===== src/rtl/lcd_pkg.sv =====
// Shared types and constants for the HD44780-class front-panel LCD writer.
package lcd_pkg;

   typedef enum logic [1:0] {
      TOP_PWRUP,
      TOP_RUN,
      TOP_IDLE
   } top_state_t;

   typedef enum logic [1:0] {
      STB_IDLE,
      STB_SETUP,
      STB_EHIGH,
      STB_WAIT
   } stb_state_t;

   localparam logic [7:0] CMD_FUNC_SET  = 8'h38;
   localparam logic [7:0] CMD_DISP_ON   = 8'h0C;
   localparam logic [7:0] CMD_CLEAR     = 8'h01;
   localparam logic [7:0] CMD_ENTRY     = 8'h06;
   localparam logic [7:0] CMD_DDRAM0    = 8'h80;
   localparam logic [7:0] ASCII_ZERO    = 8'h30;
   localparam logic [7:0] ASCII_HEX_OFS = 8'h37;

   // Values 10..15 become 'A'..'F' only when hex rendering is enabled.
   function automatic logic [7:0] digit_ascii(input logic [3:0] v, input logic hex_en);
      if (hex_en && (v > 4'd9))
         return ASCII_HEX_OFS + {4'h0, v};
      return ASCII_ZERO + {4'h0, v};
   endfunction

endpackage


===== src/rtl/lcd_byte_strobe.sv =====
// Drives one LCD byte: SETUP, E-high pulse, then the post-strobe wait.
module lcd_byte_strobe
   import lcd_pkg::*;
#(
   parameter int unsigned E_PULSE_CYC  = 12,
   parameter int unsigned CMD_WAIT_CYC = 2000,
   parameter int unsigned CLR_WAIT_CYC = 82000
) (
   input  logic       clk,
   input  logic       rst_n,
   input  logic       start,
   input  logic [7:0] db,
   input  logic       rs,
   input  logic       long_wait,
   output logic [7:0] lcd_db,
   output logic       lcd_rs,
   output logic       lcd_e,
   output logic       byte_done
);

   localparam int unsigned MAX_A = (E_PULSE_CYC > CMD_WAIT_CYC) ? E_PULSE_CYC : CMD_WAIT_CYC;
   localparam int unsigned MAX_W = (MAX_A > CLR_WAIT_CYC) ? MAX_A : CLR_WAIT_CYC;
   localparam int unsigned CW    = $clog2(MAX_W + 1);

   stb_state_t    state, state_nx;
   logic [CW-1:0] cnt, cnt_nx;
   logic [CW-1:0] wait_last;
   logic          load;
   logic          long_q;

   assign wait_last = long_q ? CW'(CLR_WAIT_CYC - 1) : CW'(CMD_WAIT_CYC - 1);

   always_ff @(posedge clk) begin
      if (!rst_n) begin
         state  <= STB_IDLE;
         cnt    <= '0;
         lcd_db <= '0;
         lcd_rs <= 1'b0;
         lcd_e  <= 1'b0;
         long_q <= 1'b0;
      end else begin
         state <= state_nx;
         cnt   <= cnt_nx;
         lcd_e <= (state_nx == STB_EHIGH);
         if (load) begin
            lcd_db <= db;
            lcd_rs <= rs;
            long_q <= long_wait;
         end
      end
   end

   // A start on the last WAIT cycle chains straight into the next SETUP.
   always_comb begin
      state_nx  = state;
      cnt_nx    = cnt;
      load      = 1'b0;
      byte_done = 1'b0;
      case (state)
         STB_IDLE: begin
            if (start) begin
               load     = 1'b1;
               state_nx = STB_SETUP;
               cnt_nx   = '0;
            end
         end
         STB_SETUP: begin
            state_nx = STB_EHIGH;
            cnt_nx   = '0;
         end
         STB_EHIGH: begin
            if (cnt == CW'(E_PULSE_CYC - 1)) begin
               state_nx = STB_WAIT;
               cnt_nx   = '0;
            end else begin
               cnt_nx = cnt + CW'(1);
            end
         end
         STB_WAIT: begin
            if (cnt == wait_last) begin
               byte_done = 1'b1;
               cnt_nx    = '0;
               if (start) begin
                  load     = 1'b1;
                  state_nx = STB_SETUP;
               end else begin
                  state_nx = STB_IDLE;
               end
            end else begin
               cnt_nx = cnt + CW'(1);
            end
         end
         default: state_nx = STB_IDLE;
      endcase
   end

endmodule


===== src/rtl/lcd_digit_writer.sv =====
// Self-sequencing LCD writer: power-up wait, init commands, then digit frames on request.
module lcd_digit_writer
   import lcd_pkg::*;
#(
   parameter int unsigned N_DIGITS     = 4,
   parameter int unsigned HEX_EN       = 0,
   parameter int unsigned POWERUP_CYC  = 750000,
   parameter int unsigned E_PULSE_CYC  = 12,
   parameter int unsigned CMD_WAIT_CYC = 2000,
   parameter int unsigned CLR_WAIT_CYC = 82000
) (
   input  logic                  clk,
   input  logic                  rst_n,
   input  logic [4*N_DIGITS-1:0] digits,
   input  logic                  update,
   output logic [7:0]            lcd_db,
   output logic                  lcd_rs,
   output logic                  lcd_rw,
   output logic                  lcd_e,
   output logic                  ready,
   output logic                  busy,
   output logic                  frame_done
);

   localparam int unsigned N_BYTES = 5 + N_DIGITS;
   localparam int unsigned IW      = $clog2(N_BYTES);
   localparam int unsigned PW      = $clog2(POWERUP_CYC + 1);

   top_state_t            state, state_nx;
   logic [PW-1:0]         pw_cnt;
   logic [IW-1:0]         idx;
   logic [IW-1:0]         sel;
   logic                  pending;
   logic [4*N_DIGITS-1:0] snap;
   logic [3:0]            digit_v;
   logic [7:0]            db_sel;
   logic                  rs_sel;
   logic                  pw_done, frame_go, last_byte, start, byte_done;

   assign lcd_rw    = 1'b0;
   assign pw_done   = (state == TOP_PWRUP) && (pw_cnt == PW'(POWERUP_CYC - 1));
   assign frame_go  = (state == TOP_IDLE) && (pending || update);
   assign last_byte = byte_done && (idx == IW'(N_BYTES - 1));
   assign start     = pw_done || frame_go || (byte_done && !last_byte);

   // Byte selection looks one step ahead so the next SETUP follows WAIT without a gap.
   always_comb begin
      sel = idx + IW'(1);
      if (pw_done)
         sel = '0;
      else if (frame_go)
         sel = IW'(4);
      digit_v = '0;
      for (int unsigned i = 0; i < N_DIGITS; i++)
         if (sel == IW'(4 + N_DIGITS - i))
            digit_v = snap[4*i +: 4];
      rs_sel = 1'b0;
      if (sel == IW'(0))      db_sel = CMD_FUNC_SET;
      else if (sel == IW'(1)) db_sel = CMD_DISP_ON;
      else if (sel == IW'(2)) db_sel = CMD_CLEAR;
      else if (sel == IW'(3)) db_sel = CMD_ENTRY;
      else if (sel == IW'(4)) db_sel = CMD_DDRAM0;
      else begin
         db_sel = digit_ascii(digit_v, HEX_EN != 0);
         rs_sel = 1'b1;
      end
   end

   always_comb begin
      state_nx = state;
      case (state)
         TOP_PWRUP: if (pw_done)   state_nx = TOP_RUN;
         TOP_RUN:   if (last_byte) state_nx = TOP_IDLE;
         TOP_IDLE:  if (frame_go)  state_nx = TOP_RUN;
         default:   state_nx = TOP_PWRUP;
      endcase
   end

   always_ff @(posedge clk) begin
      if (!rst_n) begin
         state      <= TOP_PWRUP;
         pw_cnt     <= '0;
         idx        <= '0;
         pending    <= 1'b1;
         snap       <= '0;
         ready      <= 1'b0;
         busy       <= 1'b1;
         frame_done <= 1'b0;
      end else begin
         state      <= state_nx;
         frame_done <= 1'b0;
         if (update && busy)
            pending <= 1'b1;
         case (state)
            TOP_PWRUP: begin
               if (pw_done) idx <= '0;
               else         pw_cnt <= pw_cnt + PW'(1);
            end
            TOP_RUN: begin
               if (last_byte) begin
                  busy       <= 1'b0;
                  frame_done <= 1'b1;
               end else if (byte_done) begin
                  idx <= idx + IW'(1);
                  // Init just finished; the first frame starts here and consumes the pending request.
                  if (idx == IW'(3)) begin
                     ready   <= 1'b1;
                     pending <= 1'b0;
                     snap    <= digits;
                  end
               end
            end
            TOP_IDLE: begin
               if (frame_go) begin
                  idx     <= IW'(4);
                  busy    <= 1'b1;
                  pending <= 1'b0;
                  snap    <= digits;
               end
            end
            default: ;
         endcase
      end
   end

   lcd_byte_strobe #(
      .E_PULSE_CYC (E_PULSE_CYC),
      .CMD_WAIT_CYC(CMD_WAIT_CYC),
      .CLR_WAIT_CYC(CLR_WAIT_CYC)
   ) u_strobe (
      .clk      (clk),
      .rst_n    (rst_n),
      .start    (start),
      .db       (db_sel),
      .rs       (rs_sel),
      .long_wait(sel == IW'(2)),
      .lcd_db   (lcd_db),
      .lcd_rs   (lcd_rs),
      .lcd_e    (lcd_e),
      .byte_done(byte_done)
   );

endmodule

===== config.mk =====
export PLATFORM = sky130hd
export DESIGN_NAME = lcd_digit_writer
export DESIGN_NICKNAME = d
export VERILOG_FILES = /design/src/rtl/lcd_pkg.sv /design/src/rtl/lcd_byte_strobe.sv /design/src/rtl/lcd_digit_writer.sv
export SDC_FILE = /design/constraint.sdc
export NUM_CORES = 1
export LEC_CHECK = 0
export CORE_MARGIN = 4
export CORE_UTILIZATION = 53
export DETAILED_ROUTE_END_ITERATION = 7
export GPL_ROUTABILITY_DRIVEN = 0
export PLACE_DENSITY = 0.77
export REMOVE_ABC_BUFFERS = 1
export SETUP_SLACK_MARGIN = 0.3
export SLEW_MARGIN = 30
export SYNTH_ARGS = -nofsm -noshare
export SYNTH_HDL_FRONTEND = slang
export SYNTH_SLANG_ARGS = --single-unit

===== constraint.sdc =====
create_clock -name clk -period 2.4 [get_ports clk]
set_clock_uncertainty 0.1 [all_clocks]
set_input_delay 0.24 -clock clk [delete_from_list [all_inputs] [get_ports clk]]
set_output_delay 0.24 -clock clk [all_outputs]
set_load 0.05 [all_outputs]

==> results of run 1 <==
==> power by group through the flow <==
stage | combinational (mW) | clock (mW) | sequential (mW)
global placement | 0.663 | 0 | 1.36
finish | 0.908 | 0.956 | 1.35
detailed placement | 0.683 | 0 | 1.37
floorplan | 0.390 | 0 | 1.39
CTS | 0.811 | 0.961 | 1.34
global route | 0.966 | 1.02 | 1.35
==> per-stage QoR <==
| stage | instance area [sq um] | cells | power [mW] | TNS, ps | util |
|---|---|---|---|---|---|
| 6_report | 5490 | 690 | 3.21 | 0 | 0.744 |
| 5_1_grt | 5490 | 690 | 3.34 | 0 | 0.744 |
| 4_1_cts | 5250 | 681 | 3.11 | 0 | 0.712 |
| 3_5_place_dp | 4700 | 651 | 2.05 | -11.0 | 0.638 |
| 3_3_place_gp | 4700 | 651 | 2.03 | 0 | 0.638 |
| 2_1_floorplan | 3940 | 476 | 1.78 | -18.5 | - |
==> Yosys cell counts, drive strengths merged, types with 2 or more instances <==
master	n	share of area
or3	13	0.020
a2111oi	3	0.013
nand3b	3	0.0055
xor2	11	0.024
a21o	2	0.0037
nor4	6	0.0092
inv	17	0.016
o211ai	2	0.0049
and3	12	0.020
clkbuf	13	0.012
nor3	9	0.011
nand2	48	0.044
a211oi	4	0.0086
buf	16	0.024
nor2	38	0.036
o31ai	6	0.011
and3b	2	0.0046
nand4	16	0.025
and4	6	0.013
xnor2	8	0.017
nor2b	2	0.0031
or3b	2	0.0043
nand4b	3	0.0064
and2	4	0.0068
a211o	3	0.0068
or4	5	0.010
dfxtp	74	0.36
a31oi	6	0.0092
o22ai	2	0.0031
nand3	43	0.053
ha	12	0.037
nand2b	5	0.0077
nor4bb	2	0.0049
o21ai	42	0.052
a32oi	4	0.0086
a21oi	30	0.038
o21a	4	0.0074
or2	2	0.0031
a31o	3	0.0064
==> timing repair <==
action                     CTS  global route
cloned                       2             1
setup endpoints to repair   56            55
resized for setup           56            39
pin swaps                   20            20
setup buffers               13             8
==> area by class of cell <==
class | instances | area [sq um] | share of cell area
clock buffer | 12 | 145 | 0.0265
clock inverter | 3 | 40.0 | 0.00730
inverter | 18 | 67.6 | 0.0123
multi-input combinational | 385 | 2760 | 0.502
sequential | 74 | 1490 | 0.272
tap | 99 | 124 | 0.0226
timing repair buffer | 99 | 861 | 0.157
==> worst max-delay path, cell delays in order (launching register included) <==
cell and delay, ps:
dfxtp_1 390, and2_1 270, nand4_1 270, o21a_4 330, buf_4 180, a31o_4 250, or3_1 310, a21oi_1 150
==> logic make-up after synthesis <==
group           count (synthesis)
compound gates                124
buf+inv                        47
other cells                     1
fa+ha+maj                      12
mux                             2
xor+xnor                       19
flops                          74
simple gates                  225
==> registers in the layout, summed over array words and instances (netlist names) <==
name and count:
busy 1, frame_done 1, idx 4, pending 1, pw_cnt 20, ready 1
snap 16, state 2, u_strobe.cnt 17, u_strobe.lcd_db 6, u_strobe.lcd_e 1, u_strobe.lcd_rs 1
u_strobe.long_q 1, u_strobe.state 2
==> path summary, 6_finish.rpt <==
path	depth (start not counted)	slack [ps]	endpoint	from
setup reg to reg	7	70	u_strobe.cnt[7]$_SDFFE_PN0P_	pw_cnt[2]$_SDFFE_PN0P_
hold / removal	3	330	snap[4]$_SDFFE_PN0P_	digits[4]
hold reg to reg	2	360	snap[9]$_SDFFE_PN0P_	snap[9]$_SDFFE_PN0P_
setup / recovery	7	70	u_strobe.cnt[7]$_SDFFE_PN0P_	pw_cnt[2]$_SDFFE_PN0P_
==> per-layer routing <==
layer,vias to the layer above,routed length (microns)
met3,49,568
met5,-,0
met2,178,5760
met4,0,500
li1,2021,-
met1,1943,4770
==> cells in the final DEF (no fill, tap or decap), types with 4 or more instances in the layout <==
cell,synthesis,layout
buf_6,2,8
nand2b_1,5,5
a21oi_2,1,5
nor2_1,37,37
buf_4,3,60
and3_4,1,4
inv_1,17,17
a32oi_1,4,4
o21ai_0,27,20
nand4_1,16,16
xnor2_1,8,8
nand2_1,48,46
and3_1,11,8
or3_1,13,13
nor3_1,9,9
nor4_4,0,4
a21oi_1,29,24
ha_1,12,9
clkdlybuf4s50_1,0,30
dfxtp_2,0,10
dfxtp_1,74,64
nand3_1,43,40
o21ai_1,15,22
clkbuf_8,0,10
xor2_1,11,11
o31ai_1,6,5
==> metrics.txt, run 1 <==
met2 usage=0.416; GRT overflow=0; Max rail drop VDD=0.300 mV; largest family of logic cells by synthesized area=simple AND/OR/NAND/NOR gates; CTS buffer count=9; final WL=11.6 mm; critical path endpoint category=register; RSZ-0062 raised after global routing=true; kind of critical path=register to register; Slew HR=0.657; simple-gate share of the synthesized area=0.296; vias in the first global route=3975; multiplexer area fraction after synthesis=0.00522; Internal=2.18 mW; fin worst setup slack=71.2 ps; ys flop type=dfxtp_1; final setup vio count=0; sequential area share after synthesis=0.363; Synthesis Warnings=0; Layout area overhead=34.6%; Synth Area in Adders=0.0368; hold slack final=329 ps; I/O Buffers=30; initial core utilization=0.553; Final Hold Vio Count=0; GR peak layer=met2; power share of the sequential group=0.420; clock sink total=74; Placement Setup Slack=-6.82 ps; Final min period=2330 ps; Diodes inserted=0; CTS tree=built; outcome=finished clean; via count=4191; Core Area=7370 sq um; Slew @ Worst Pin=512 ps; initial antenna violation count=0; max frequency=429 MHz; Crit path required time=2570 ps; fin crit share=0.970; clock root buffer=clkbuf_8; WL/cell=16.8 microns; Power Density=585 nW/um^2; maximum clock insertion buffer count=2; unique cell type count in the Yosys netlist=77; vias per cell=6.07; cts hold-fix bufs=0; Yosys reg bits=74; Post-Syn Area=4080 sq um; asr flop ratio synth=0; worst-skew pair later-pin latency=360 ps; crit start category=register; die area=9160 sq um; share of cells above drive strength 1=0.259; DP Wirelength=7.35 mm; Routed Antenna Nets=0; Mapped Cells=504; maximum number of pins on one net before global-route repair=33; Critical Path Fanout Max=9; Die W=95.7 microns; fin. max-slew vios=0; XOR/XNOR Fraction of Synth Area=0.0408; clock network fraction of design power=0.298; # nets final=618; HP Class=primary input to register; max_cap viols=0; EDFF count, synth=0; met3 Usage GRT=0.0438; overall routing resource usage=0.244; H-tree levels=3; WP data arrival=2500 ps; drt drc=0; CTS clk-pin slew, worst paths=80 ps; total leakage power=1.93 nW; first-pass GRT wire length=17.9 mm; drt first pass iters=5; Gate power share=0.283; Cell Rows=31; switching power=1.03 mW; fill count=500; switching portion of total power=0.320; met1 GRT Util=0.289; synthesized area per cell=8.09 sq um; Die H=95.7 microns; initial DRC count=315; compound-gate portion of the synthesized area=0.205; I/O pin count=33
(Power assumes the default switching activity.)
==> run 2, diff against run 1 <==
Settings changed: SKIP_CTS_REPAIR_TIMING set to 1.
==> metrics.txt, run 2 (synthesized netlist as in run 1, its figures left out) <==
kind of critical path=register to register; Worst Hold End=snap[6]$_SDFFE_PN0P_; initial antenna violation count=0; Die W=95.7 microns; Routed Antenna Nets=0; initial core utilization=0.553; via count=4213; final setup vio count=0; Biggest register=pw_cnt; maximum clock insertion buffer count=2; clock sink total=74; fin util=0.747; DP Wirelength=7.35 mm; worst-skew pair later-pin latency=370 ps; worst-path cell chain=nor4_4 -> buf_4 -> and4_4 -> o2111ai_4 -> and3_4 -> or4_4 -> a21oi_2; final instance area=5500 sq um; met1 wire length=4.82 mm; first-pass GRT wire length=16.4 mm; CTS clk-pin slew, worst paths=70 ps; Placement Setup Slack=-6.82 ps; Layout area overhead=35.0%; max frequency=426 MHz; Cells after DPL=651; met2 WL=5.94 mm; crit start category=register; reg2reg start=u_strobe.cnt[7]$_SDFFE_PN0P_; clock root buffer=clkbuf_8; CTS tree=built; most frequent cells in the layout=64 x dfxtp_1, 50 x buf_4, 45 x nand2_1, 39 x nand3_1, 36 x nor2_1; Worst Reg-to-Reg Cells=7; total leakage power=1.91 nW; Hold Path Cell Cnt=3; Top Registers=pw_cnt x20, u_strobe.cnt x17, snap x16; Largest register FFs=20; RSZ-0062 raised after global routing=true; Diodes inserted=0; Crit path required time=2590 ps; maximum number of pins on one net before global-route repair=33; vias per cell=6.14; commonest non-fill, non-tap cell in the layout=dfxtp_1; Die H=95.7 microns; hold path startpoint=digits[6]; post-route setup TNS=0 ps; fin. max-slew vios=0; initial DRC count=355; drt first pass iters=6; drt drc=0; max_cap viols=0; placed cell areas=4700 sq um; reg-to-reg slack, setup=50 ps; CTS buffer count=9; fin worst setup slack=50.5 ps; I/O pin count=33; met3 WL=496 microns; H-tree levels=3; critical path endpoint category=register; vias in the first global route=3660; CP Buf/Inv Count=1; hold slack final=324 ps; die area=9160 sq um; overall routing resource usage=0.222; Largest delay share family, worst path=simple AND/OR/NAND/NOR gates; Power Total=3.25 mW; share of cells above drive strength 1=0.273; fin crit share=0.979; I/O Buffers=30; Cell Rows=31; Final min period=2350 ps; topmost layer with routed signal wires=met4; HP Class=primary input to register; Max rail drop VDD=0.303 mV; WL/cell=16.9 microns; Core Area=7370 sq um; Slew @ Worst Pin=531 ps; final WL=11.6 mm; FF-to-FF End=u_strobe.cnt[14]$_SDFFE_PN0P_; Power Density=591 nW/um^2; Slew HR=0.644; slowest cell delay on critical path=520 ps; Final Instance Count excl. Fillers=686; Critical Path Fanout Max=6; outcome=finished clean; WP data arrival=2540 ps; GRT overflow=0; Final Hold Vio Count=0; # nets final=614; Worst path slowest cell=or4_4
==> run 2: changes by cell type in the layout (fill, tap and decap cells not counted), sizes merged <==
cell | before | now
buf | 69 | 64
nand3 | 43 | 44
==> run 2: report_power, final <==
group          switching (mW)  internal, mW
registers              0.0543          1.29
clock network           0.463         0.501
logic                   0.533         0.408
total                    1.05          2.20
==> run 2: final cells by class <==
type / instances / area, sq um
timing repair buffer: 94 / 855
fill: 496 / 1870
sequential: 74 / 1500
inverter: 18 / 67.6
multi-input combinational: 386 / 2780
tap: 99 / 124
clock buffer: 12 / 145
clock inverter: 3 / 40.0
==> run 2: worst max path at each step <==
stage               slack, ps  cells past startpoint                          start                         endpoint
floorplan                 -20                      7         pw_cnt[0]$_SDFFE_PN0P_  u_strobe.lcd_db[3]$_SDFFE_PN0P_
global placement          120                      8         pw_cnt[0]$_SDFFE_PN0P_          pw_cnt[14]$_SDFFE_PN0P_
detailed placement         -7                      7  u_strobe.cnt[16]$_SDFFE_PN0P_    u_strobe.cnt[15]$_SDFFE_PN0P_
CTS                       -30                      7  u_strobe.cnt[16]$_SDFFE_PN0P_    u_strobe.cnt[15]$_SDFFE_PN0P_
global route               20                      7   u_strobe.cnt[7]$_SDFFE_PN0P_    u_strobe.cnt[14]$_SDFFE_PN0P_
finish                     50                      7   u_strobe.cnt[7]$_SDFFE_PN0P_    u_strobe.cnt[14]$_SDFFE_PN0P_
==> run 2: worst register-to-register path, delay by kind of cell (launching register included) <==
| kind | cells | cell delay [ps] |
|---|---|---|
| buf+inv | 1 | 170 |
| compound gates | 2 | 360 |
| simple gates | 4 | 1320 |
| flops | 1 | 340 |
==> run 2: routing by layer <==
metal	up-vias	track usage
met5	-	0
met4	0	0.0983
met3	34	0.0367
met2	147	0.384
met1	2019	0.269
li1	2013	-
